===== config.mk =====
export PLATFORM = sky130hd
export DESIGN_NAME = dn_router
export DESIGN_NICKNAME = d
export VERILOG_FILES = /design/src/rtl/dn_router.sv
export SDC_FILE = /design/constraint.sdc
export NUM_CORES = 1
export LEC_CHECK = 0
export ABC_CLOCK_PERIOD_IN_PS = 2300
export CORE_UTILIZATION = 50
export CTS_BUF_LIST = sky130_fd_sc_hd__clkbuf_4
export DETAILED_ROUTE_END_ITERATION = 10
export GPL_TIMING_DRIVEN = 1
export PLACE_DENSITY = 0.82
export SETUP_SLACK_MARGIN = 0.5
export SYNTH_ARGS = -nofsm -noshare
export SYNTH_HDL_FRONTEND = slang
export SYNTH_SLANG_ARGS = --single-unit

===== constraint.sdc =====
create_clock -name clk_sys -period 2.3 [get_ports clk_sys]
set_input_delay 0.46 -clock clk_sys [delete_from_list [all_inputs] [get_ports clk_sys]]
set_output_delay 0.46 -clock clk_sys [all_outputs]
set_load 0.05 [all_outputs]

===== src/rtl/dn_router.sv =====
// dn_router: routes HPS ioctl download bytes to the BIOS RAM or sprite ROM port.
// It packs sprite bytes into 16-bit words and holds the core in reset around a download.
module dn_router #(
    parameter int         BIOS_AW     = 16,
    parameter int         SPR_AW      = 15,
    parameter logic [7:0] BIOS_INDEX  = 8'd0,
    parameter logic [7:0] SPR_INDEX   = 8'd3,
    parameter int         HOLD_CYCLES = 16
) (
    input  logic                clk_sys,
    input  logic                reset_n,
    input  logic                ioctl_download,
    input  logic                ioctl_wr,
    input  logic [24:0]         ioctl_addr,
    input  logic [7:0]          ioctl_dout,
    input  logic [7:0]          ioctl_index,
    output logic [BIOS_AW-1:0]  bios_addr,
    output logic [7:0]          bios_data,
    output logic                bios_wr,
    output logic [SPR_AW-1:0]   spr_addr,
    output logic [15:0]         spr_data,
    output logic                spr_wr,
    output logic                core_reset_hold,
    output logic                busy,
    output logic                dn_error,
    output logic [16:0]         bytes_loaded
);

    typedef enum logic [1:0] {IDLE, LOAD, FLUSH, HOLD} state_t;

    localparam logic [24:0] BIOS_LIMIT = 25'(2 ** BIOS_AW);
    localparam logic [24:0] SPR_LIMIT  = 25'(2 ** (SPR_AW + 1));
    localparam logic [7:0]  HOLD_LAST  = 8'(HOLD_CYCLES - 1);

    state_t            state;
    logic              download_q;
    logic [7:0]        index_q;
    logic              pend_valid;
    logic [7:0]        pend_byte;
    logic [SPR_AW-1:0] pend_addr;
    logic              skid_valid;
    logic [SPR_AW-1:0] skid_addr;
    logic [15:0]       skid_data;
    logic [7:0]        hold_cnt;

    logic              dl_rise;
    logic              new_routed;
    logic              start_load;
    logic              route_bios;
    logic              route_spr;
    logic              bios_in_range;
    logic              spr_in_range;
    logic [SPR_AW-1:0] word_addr;
    logic              pend_next;

    // Decode the current byte and the download start condition.
    always_comb begin
        dl_rise       = ioctl_download & ~download_q;
        new_routed    = (ioctl_index == BIOS_INDEX) || (ioctl_index == SPR_INDEX);
        start_load    = dl_rise && new_routed && ((state == IDLE) || (state == HOLD));
        route_bios    = (index_q == BIOS_INDEX);
        route_spr     = (index_q == SPR_INDEX) && !route_bios;
        bios_in_range = (ioctl_addr < BIOS_LIMIT);
        spr_in_range  = (ioctl_addr < SPR_LIMIT);
        word_addr     = ioctl_addr[SPR_AW:1];
        pend_next     = pend_valid;
        if (ioctl_wr && route_spr && spr_in_range) begin
            pend_next = ~ioctl_addr[0];
        end
    end

    // Main state machine with registered strobes, packing and reset hold.
    always_ff @(posedge clk_sys or negedge reset_n) begin
        if (!reset_n) begin
            state           <= IDLE;
            download_q      <= 1'b0;
            index_q         <= 8'h00;
            pend_valid      <= 1'b0;
            pend_byte       <= 8'h00;
            pend_addr       <= '0;
            skid_valid      <= 1'b0;
            skid_addr       <= '0;
            skid_data       <= 16'h0000;
            hold_cnt        <= 8'h00;
            bios_addr       <= '0;
            bios_data       <= 8'h00;
            bios_wr         <= 1'b0;
            spr_addr        <= '0;
            spr_data        <= 16'h0000;
            spr_wr          <= 1'b0;
            core_reset_hold <= 1'b0;
            busy            <= 1'b0;
            dn_error        <= 1'b0;
            bytes_loaded    <= 17'h00000;
        end else begin
            download_q <= ioctl_download;
            bios_wr    <= 1'b0;
            spr_wr     <= 1'b0;

            if (skid_valid) begin
                spr_wr     <= 1'b1;
                spr_addr   <= skid_addr;
                spr_data   <= skid_data;
                skid_valid <= 1'b0;
            end

            if (dl_rise && ((state == IDLE) || (state == HOLD))) begin
                index_q <= ioctl_index;
            end

            if (start_load) begin
                state           <= LOAD;
                bytes_loaded    <= 17'h00000;
                dn_error        <= 1'b0;
                pend_valid      <= 1'b0;
                hold_cnt        <= 8'h00;
                core_reset_hold <= 1'b1;
                busy            <= 1'b1;
            end else begin
                case (state)
                    IDLE: begin
                    end

                    LOAD: begin
                        if (ioctl_wr && route_bios) begin
                            if (bios_in_range) begin
                                bios_wr   <= 1'b1;
                                bios_addr <= ioctl_addr[BIOS_AW-1:0];
                                bios_data <= ioctl_dout;
                                if (bytes_loaded != 17'h1FFFF) bytes_loaded <= bytes_loaded + 17'd1;
                            end else begin
                                dn_error <= 1'b1;
                            end
                        end else if (ioctl_wr && route_spr) begin
                            if (!spr_in_range) begin
                                dn_error <= 1'b1;
                            end else begin
                                if (bytes_loaded != 17'h1FFFF) bytes_loaded <= bytes_loaded + 17'd1;
                                if (!ioctl_addr[0]) begin
                                    if (pend_valid) begin
                                        spr_wr   <= 1'b1;
                                        spr_addr <= pend_addr;
                                        spr_data <= {8'h00, pend_byte};
                                    end
                                    pend_valid <= 1'b1;
                                    pend_byte  <= ioctl_dout;
                                    pend_addr  <= word_addr;
                                end else begin
                                    if (pend_valid && (pend_addr != word_addr)) begin
                                        spr_wr     <= 1'b1;
                                        spr_addr   <= pend_addr;
                                        spr_data   <= {8'h00, pend_byte};
                                        skid_valid <= 1'b1;
                                        skid_addr  <= word_addr;
                                        skid_data  <= {ioctl_dout, 8'h00};
                                    end else begin
                                        spr_wr   <= 1'b1;
                                        spr_addr <= word_addr;
                                        spr_data <= {ioctl_dout, (pend_valid ? pend_byte : 8'h00)};
                                    end
                                    pend_valid <= 1'b0;
                                end
                            end
                        end

                        if (!ioctl_download) begin
                            if (pend_next) begin
                                state <= FLUSH;
                            end else begin
                                state    <= HOLD;
                                hold_cnt <= 8'h00;
                            end
                        end
                    end

                    FLUSH: begin
                        spr_wr     <= 1'b1;
                        spr_addr   <= pend_addr;
                        spr_data   <= {8'h00, pend_byte};
                        pend_valid <= 1'b0;
                        state      <= HOLD;
                        hold_cnt   <= 8'h00;
                    end

                    HOLD: begin
                        if (hold_cnt == HOLD_LAST) begin
                            state           <= IDLE;
                            core_reset_hold <= 1'b0;
                            busy            <= 1'b0;
                        end else begin
                            hold_cnt <= hold_cnt + 8'd1;
                        end
                    end

                    default: begin
                        state <= IDLE;
                    end
                endcase
            end
        end
    end

endmodule


# Yosys cells after proc, flatten, opt, wreduce, memory -nomap -nowiden
# Cells that the tools add are included.
# W data, S select, Z words.
[word_totals]
register_bits = 143
inputBits = 45
out_inout_bits = 77
elab_cells = 139
[op_classes]
n_addsub = 2
n_lt_le_gt_ge = 1
n_eq_ne = 15
n_mux = 69
bitwise_logic = 5
reduce_logical = 28
[ops]
columns = ["cell", "n"]
rows = [
  ["$mux W16", 8],
  ["$mux W15", 8],
  ["$mux W17", 6],
  ["$mux W8", 5],
  ["$mux W1", 33],
  ["$pmux W16 S2", 1],
  ["$pmux W15 S2", 1],
  ["$lt A25 B17 Y1 const B", 1],
  ["$pmux W8 S3", 1],
  ["$ne A3 B3 Y1 const B", 6],
  ["$add A17 B1 Y17 const B", 1],
  ["$ne A17 B17 Y1 const B", 1],
  ["$eq A8 B2 Y1 const B", 2],
  ["$logic_not A8 Y1", 2],
  ["$ne A15 B15 Y1", 1],
  ["$reduce_and A4 Y1", 3],
  ["$add A8 B1 Y8 const B", 1],
  ["$eq A8 B4 Y1 const B", 1],
  ["$logic_and A1 B1 Y1", 8],
  ["$reduce_and A7 Y1", 1],
  ["$mux W2", 3],
  ["$pmux W2 S3", 1],
  ["$reduce_and A6 Y1", 1],
  ["$reduce_bool A2 Y1", 3],
  ["other kinds (13)", 21],
]

# Depth between registers and ports, before layout
# Gate-level depths: netlist of run 1.
[logic_depth]
depth_word = 10
depth_mapped = 12
depth_no_buf = 10

# Worst setup path after synthesis of run 1
# OpenSTA, ideal clock, no wires.
[synth_path]
path_type = "register to register"
startpoint = "register state[0]"
endpoint = "register skid_addr[0]"
setup_ns = 0.125
t_arrival_ns = 2.394
required_time_ns = 2.175
setup_slack_ns = -0.219
path_stages_with_launch = 11
path_buffers = 3
period_less_slack_ns = 2.519
cell_sequence = "dfrtp_1 > inv_1 > ha_1 > buf_2 > nand3b_1 > buf_2 > nand4bb_1 > nand2_1 > a2111oi_4 > buf_6 > mux2_2"
[synth_via]
elab_chain_len = 5
elab_cells_between_ends = 7
classes_between = "eq/ne (2); bitwise (1); reduce/logical (4)"
[synth_rtl]
columns = ["item", "line", "text"]
rows = [
  ["start, declared", "35", "state_t state;"],
  ["start signal, assigned", "75", "state <= IDLE;"],
  ["start signal, assigned", "112", "state <= LOAD;"],
  ["start signal, assigned", "168", "state <= FLUSH;"],
  ["$eq A2 B2 Y1 / $logic_not A2 Y1 (equally long branches)", "60", "start_load = dl_rise && new_routed && ((state == IDLE) || (state == HOLD));"],
  ["$logic_or A1 B1 Y1", "60", ""],
  ["$logic_and A1 B1 Y1", "60", ""],
  ["$not A1 Y1 (no line)", "n/a", ""],
  ["$reduce_and A7 Y1 (no line) (*)", "n/a", ""],
  ["end signal, assigned", "154", "skid_addr <= word_addr;"],
  ["end, declared", "42", "logic [SPR_AW-1:0] skid_addr;"],
]
# Every way passes the cells marked *; elsewhere a longest branch is shown, timed or not.
# A chain may end at the register's enable or synchronous reset.

# Worst setup path in the final report of run 1
[layout_path]
startpoint = "register state[0]"
endpoint = "register skid_addr[13]"
# The elaborated chain is that of the path after synthesis.

==> results of run 1 <==
[worst paths after layout]
| check | startpoint | to | slack [ns] | cells after the start |
|---|---|---|---|---|
| setup reg to reg | state[0] | skid_addr[13] | -0.09 | 10 |
| hold reg to reg | dn_error | dn_error | 0.52 | 1 |
| setup / recovery | state[0] | skid_addr[13] | -0.09 | 10 |
| max in group asynchronous | reset_n | spr_data[10] | 1.25 | 3 |
| hold / removal | reset_n | hold_cnt[0] | 0.40 | 2 |
| min in group clk_sys | ioctl_download | download_q | 0.51 | 2 |
[layer usage]
layer | global-route usage | up-vias | wire (um)
li1 | - | 2948 | -
met1 | 0.3942 | 3542 | 9930
met2 | 0.5409 | 518 | 13000
met3 | 0.05858 | 177 | 2087
met4 | 0.1852 | 0 | 1888
met5 | 0 | - | 0
[flip-flops by register name (all words and copies together) (netlist names)]
signal,flops
bytes_loaded,17
spr_wr,1
spr_addr,15
bios_addr,16
download_q,1
dn_error,1
pend_addr,15
index_q,8
hold_cnt,8
busy,1
skid_valid,1
pend_valid,1
skid_data,8
skid_addr,15
bios_wr,1
bios_data,8
state,2
spr_data,16
pend_byte,8
[stage by stage]
stage	TNS, ns	area (um^2)	util
final	-1.248	11310	0.8026
after global placement	-33.71	9684	0.6870
after global routing	-1.738	11310	0.8026
after CTS	0	10590	0.7511
after floorplan	0	7762	-
after detailed placement	-36.47	9684	0.6870
[area by class of cell]
cell class	count	area (um^2)	area share
multi-input combinational	478	4707	0.4161
sequential	143	3591	0.3174
timing repair buffer	267	2502	0.2212
tap	180	225.2	0.01991
clock buffer	21	157.7	0.01393
clock inverter	11	93.84	0.008295
inverter	9	36.28	0.003207
[cells by family (layout without fill, tap and decap cells)]
kind of cell               Yosys count  count (layout)  share of synthesized area
muxes                              118             118                     0.1757
DFF                                143             143                     0.4860
buffers and inverters               45             308                    0.02940
and+or+nand+nor                    182             182                     0.1315
adders and majority gates            6               6                    0.01020
xor gates and xnor gates            32              32                    0.03806
AOI/OAI and AO/OA                  140             140                     0.1291
[worst max-delay path, delay by kind of cell (launching register included)]
family / cells / cell delay, ns
buffers and inverters: 4 / 0.54
AND/OR/NAND/NOR: 3 / 0.42
flip-flops: 1 / 0.41
AO/OA/AOI/OAI: 1 / 0.36
multiplexers: 1 / 0.31
adder cells (fa/ha/maj): 1 / 0.22
[report_power, final]
part | internal, mW | switching (mW) | leakage [nW] | total [mW]
Combinational | 0.716 | 0.999 | 3.16 | 1.72
Sequential | 2.62 | 0.137 | 1.95 | 2.76
Clock | 0.574 | 0.974 | 0.137 | 1.55
Total | 3.91 | 2.11 | 5.25 | 6.02
[what timing repair did]
item / CTS / global route
hold endpoints to repair: 58 / 0
endpoints found under the setup margin: 208 / 157
pin swaps: 33 / 49
setup buffers: 43 / 15
hold buffers: 1 / 0
cloned: 9 / 1
resized for setup: 481 / 165
[layout by cell type, fill, tap and decap left out, types with 20 or more instances in the layout]
master / instances
buf_2: 65
clkbuf_4: 25
dfrtp_1: 133
buf_4: 84
mux2i_1: 27
and2_1: 20
nand2_1: 32
nor2_1: 28
buf_6: 37
o21ai_1: 20
mux2_4: 78
clkdlybuf4s50_1: 43
==> results.json, run 1 <==
{
  "startpoint_type": "flip-flop",
  "h-tree-depth": 4,
  "area_growth_pct": 53.65,
  "final_cell_count_no_fill": 1109,
  "violations": "setup timing",
  "drive_gt1_frac": 0.5167,
  "synth_area_per_cell_um2": 11.06,
  "cp_max_fo": 6,
  "yosysWarnings": 0,
  "hp-class": "input port to async pin",
  "die_h_um": 123.4,
  "synthFlopType": "dfrtp_1",
  "io_buffers": 121,
  "synth_edf_count": 0,
  "route.detailed.drc": 0,
  "clock_insertion_delay_worst_skew_ns": 0.61,
  "yosys-top-cells-count": "dfrtp_1 (143), mux2_2 (86), nor2_1 (46)",
  "outcome": "complete, but fails checks",
  "cp.required_ns": 2.78,
  "cpPeakStageDelay_ns": 0.41,
  "n_antenna_cell": 0,
  "grtUsageTotal": 0.3241,
  "pin_count": 122,
  "ys_seq_elements": 143,
  "async_flop_share": 1.000,
  "path_clk_slew_ns": 0.14,
  "synth_cells": 666,
  "die_area_um2": 15220,
  "cts_buffers": 17,
  "cts_max_path_buffers": 2,
  "max_slew_margin": 0.5791,
  "grt_max_degree": 62,
  "setup_violations": 23,
  "wire_per_inst_um": 24.26,
  "finClkSkew_ns": 0.02493,
  "nFillCells": 735,
  "syn_nets": 717,
  "route.vias.total": 7185,
  "place_ws_ns": -0.4431,
  "rsz0062_at_grt": "true",
  "drv_cap": 0,
  "fmax_mhz": 418.3,
  "clock_sinks": 143,
  "cp_cell_sequence": "inv_2, ha_4, nand3b_1, nand4bb_4, nand2_4, a2111oi_4, buf_4, buf_12, buf_12, mux2_4",
  "gr-total-overflow": 0,
  "slew_violations": 0,
  "hold_slack_ns": 0.3962,
  "netlist.area_leader.share": 0.4860,
  "firstDrtPassIters": 5,
  "row_count": 43,
  "drt_iter0_drc": 706,
  "cp.arrival_ns": 2.87,
  "globalplace.congestion": 0.8778,
  "timing.final.crit_share": 1.039,
  "dieWidth_um": 123.4,
  "antenna_found_initial": 0,
  "grt_pass1_vias": 7073,
  "syn-cell-area_um2": 7363,
  "cpMostUsedCell": "buf_12",
  "hold_viol": 0,
  "end_kind": "flip-flop",
  "cts_root_buffer": "clkbuf_4",
  "finalWirelength_um": 26900,
  "dp_hpwl_um": 14240,
  "powerDensity_nw_per_um2": 532.1,
  "period_needed_ns": 2.390,
  "seq_area_frac_synth": 0.4860,
  "fin_ws_ns": -0.09048,
  "tritoncts": "built",
  "total_power_mw": 6.020,
  "nets": 967,
  "grt_first_pass_wirelength_um": 37020,
  "yosysMostFrequentCell": "dfrtp_1",
  "synthTopCellsByArea": "dfrtp_1 (49%), mux2_2 (13%), mux2i_1 (3.8%)",
  "ir_worst_vdd_mv": 0.4607,
  "yosysTopAreaCell": "dfrtp_1",
  "tightest_slew_ns": 0.6313,
  "post-place-cells": 1008,
  "core_um2": 14100,
  "yosysUniqueCellTypes": 62,
  "path_class": "flip-flop to flip-flop",
  "critical-path-slowest-cell": "dfrtp_1",
  "initial_core_util": 0.5224,
  "static-leakage-power_nw": 5.246,
  "ant_nets": 0,
  "vias_per_cell": 6.479
}
Note: power is estimated with default switching activity, not from simulation.
==> run 2, diff against run 1 <==
--- a/config.mk
+++ b/config.mk
@@ -11,7 +11,7 @@
 export DETAILED_ROUTE_END_ITERATION = 10
 export GPL_TIMING_DRIVEN = 1
 export PLACE_DENSITY = 0.82
-export SETUP_SLACK_MARGIN = 0.5
+export SETUP_SLACK_MARGIN = 0.05
 export SYNTH_ARGS = -nofsm -noshare
 export SYNTH_HDL_FRONTEND = slang
 export SYNTH_SLANG_ARGS = --single-unit
==> results.json, run 2 (synthesized netlist as in run 1, its figures left out) <==
{
  "gr-total-overflow": 0,
  "rr_worst_depth": 9,
  "cp_cell_sequence": "inv_2, ha_4, nand3b_1, nand4bb_4, nand2_4, buf_6, nor3_4, clkbuf_16, mux2_4",
  "p_switching_mw": 1.837,
  "clock_insertion_delay_worst_skew_ns": 0.57,
  "r2r_end": "pend_addr[8]",
  "top_register": "bytes_loaded",
  "path_clk_slew_ns": 0.13,
  "grt_max_degree": 65,
  "pin_count": 122,
  "finClkSkew_ns": 0.02383,
  "drv_cap": 0,
  "outcome": "complete, no violations",
  "total_power_mw": 5.863,
  "p_seq_frac": 0.467,
  "grtUsageTotal": 0.2756,
  "rsz0062_at_grt": "true",
  "tightest_slew_ns": 0.8637,
  "static-leakage-power_nw": 5.122,
  "route.detailed.drc": 0,
  "grt_pass1_vias": 6550,
  "power_frac_comb": 0.221,
  "placed_area_um2": 9409,
  "antenna_found_initial": 1,
  "startpoint": "state[0]",
  "design_area_um2": 10250,
  "cpPeakStageDelay_ns": 0.41,
  "die_h_um": 123.4,
  "area_growth_pct": 39.20,
  "firstDrtPassIters": 6,
  "row_count": 43,
  "r2r-start": "state[0]",
  "use_met2": 0.4459,
  "largest_reg_flops": 17,
  "grt_util_met1": 0.3467,
  "grt_first_pass_wirelength_um": 31850,
  "core_um2": 14100,
  "hold_slack_ns": 0.4463,
  "io_buffers": 121,
  "cts_max_path_buffers": 2,
  "endpoint": "pend_addr[8]",
  "switching_share": 0.3133,
  "top_regs": "bytes_loaded (17), bios_addr (16), spr_data (16)",
  "fin_ws_ns": 0.009825,
  "fmax_mhz": 436.6,
  "wire_per_inst_um": 20.39,
  "dp_hpwl_um": 13830,
  "n_antenna_cell": 0,
  "ant_nets": 0,
  "p_clk_frac": 0.312,
  "post-place-cells": 1005,
  "hold_viol": 0,
  "most-common-layout-cells": "dfrtp_1 (139), buf_4 (78), clkdlybuf4s50_1 (56), mux2_4 (51), dlygate4sd2_1 (46)",
  "cp_max_fo": 6,
  "crit_buf_inv": 3,
  "tns_ns": 0,
  "slew_violations": 0,
  "clock_sinks": 143,
  "ir_worst_vdd_mv": 0.4167,
  "timing.final.crit_share": 0.9957,
  "final_cell_count_no_fill": 1062,
  "critical-path-slowest-cell": "dfrtp_1",
  "final_core_util": 0.7271,
  "drt_iter0_drc": 608,
  "powerDensity_nw_per_um2": 572.0,
  "use_met3": 0.06273,
  "tritoncts": "built",
  "route.vias.total": 6486,
  "vias_per_cell": 6.107,
  "cp_top_family": "simple AND/OR/NAND/NOR gates",
  "max_slew_margin": 0.4216,
  "final_common_cell": "dfrtp_1",
  "drive_gt1_frac": 0.2971,
  "die_area_um2": 15220,
  "hp-class": "input port to async pin",
  "initial_core_util": 0.5224,
  "setup_violations": 0,
  "dieWidth_um": 123.4,
  "h-tree-depth": 4,
  "path_class": "flip-flop to flip-flop",
  "top_usage_layer": "met2",
  "nets": 920,
  "reg2reg_slack_ns": 0.01,
  "period_needed_ns": 2.290,
  "internal_power_mw": 4.026,
  "place_ws_ns": -0.4581,
  "cp.required_ns": 2.74,
  "cp.depth": 9,
  "startpoint_type": "flip-flop",
  "end_kind": "flip-flop",
  "cts_buffers": 17,
  "globalplace.congestion": 0.8936,
  "finalWirelength_um": 21650,
  "cts_root_buffer": "clkbuf_4",
  "cp.arrival_ns": 2.73
}
==> run 2: what timing repair did <==
action / CTS / global route
hold buffers: 1 / 0
buffers inserted: 4 / 13
pin swaps: 3 / 12
gates cloned: 2 / 5
gates resized for setup: 52 / 84
endpoints found under the hold margin: 62 / 0
setup endpoints to repair: 84 / 113
==> run 2: area by class of cell <==
type                            count  area (um^2)
Multi-Input combinational cell    478         3955
Fill cell                         938         3846
Sequential cell                   143         3583
Timing Repair Buffer              220         2127
Tap cell                          180        225.2
Clock inverter                     14        190.2
Clock buffer                       18        135.1
Inverter                            9        33.78
==> run 2: power by group through the flow <==
stage	clock network [mW]	logic [mW]	registers, mW
global placement	0	1.11	2.77
finish	1.83	1.30	2.74
global route	1.97	1.38	2.75
CTS	1.86	1.21	2.73
floorplan	0	0.662	2.78
detailed placement	0	1.18	2.78
==> run 2: layer usage <==
| metal | share of wire | wire [um] | vias up |
|---|---|---|---|
| met5 | 0.00060 | 13 | - |
| met4 | 0.029 | 618 | 2 |
| met1 | 0.39 | 8539 | 3244 |
| li1 | - | - | 2864 |
| met3 | 0.079 | 1715 | 55 |
| met2 | 0.50 | 10760 | 321 |
==> run 2: how the worst min path moves through the flow <==
stage,endpoint,from
CTS,bios_addr[10],reset_n
global placement,bios_data[5],bios_data[5]
global route,skid_addr[1],reset_n
floorplan,bios_addr[0],reset_n
finish,bios_wr,reset_n
detailed placement,bios_addr[7],bios_addr[7]
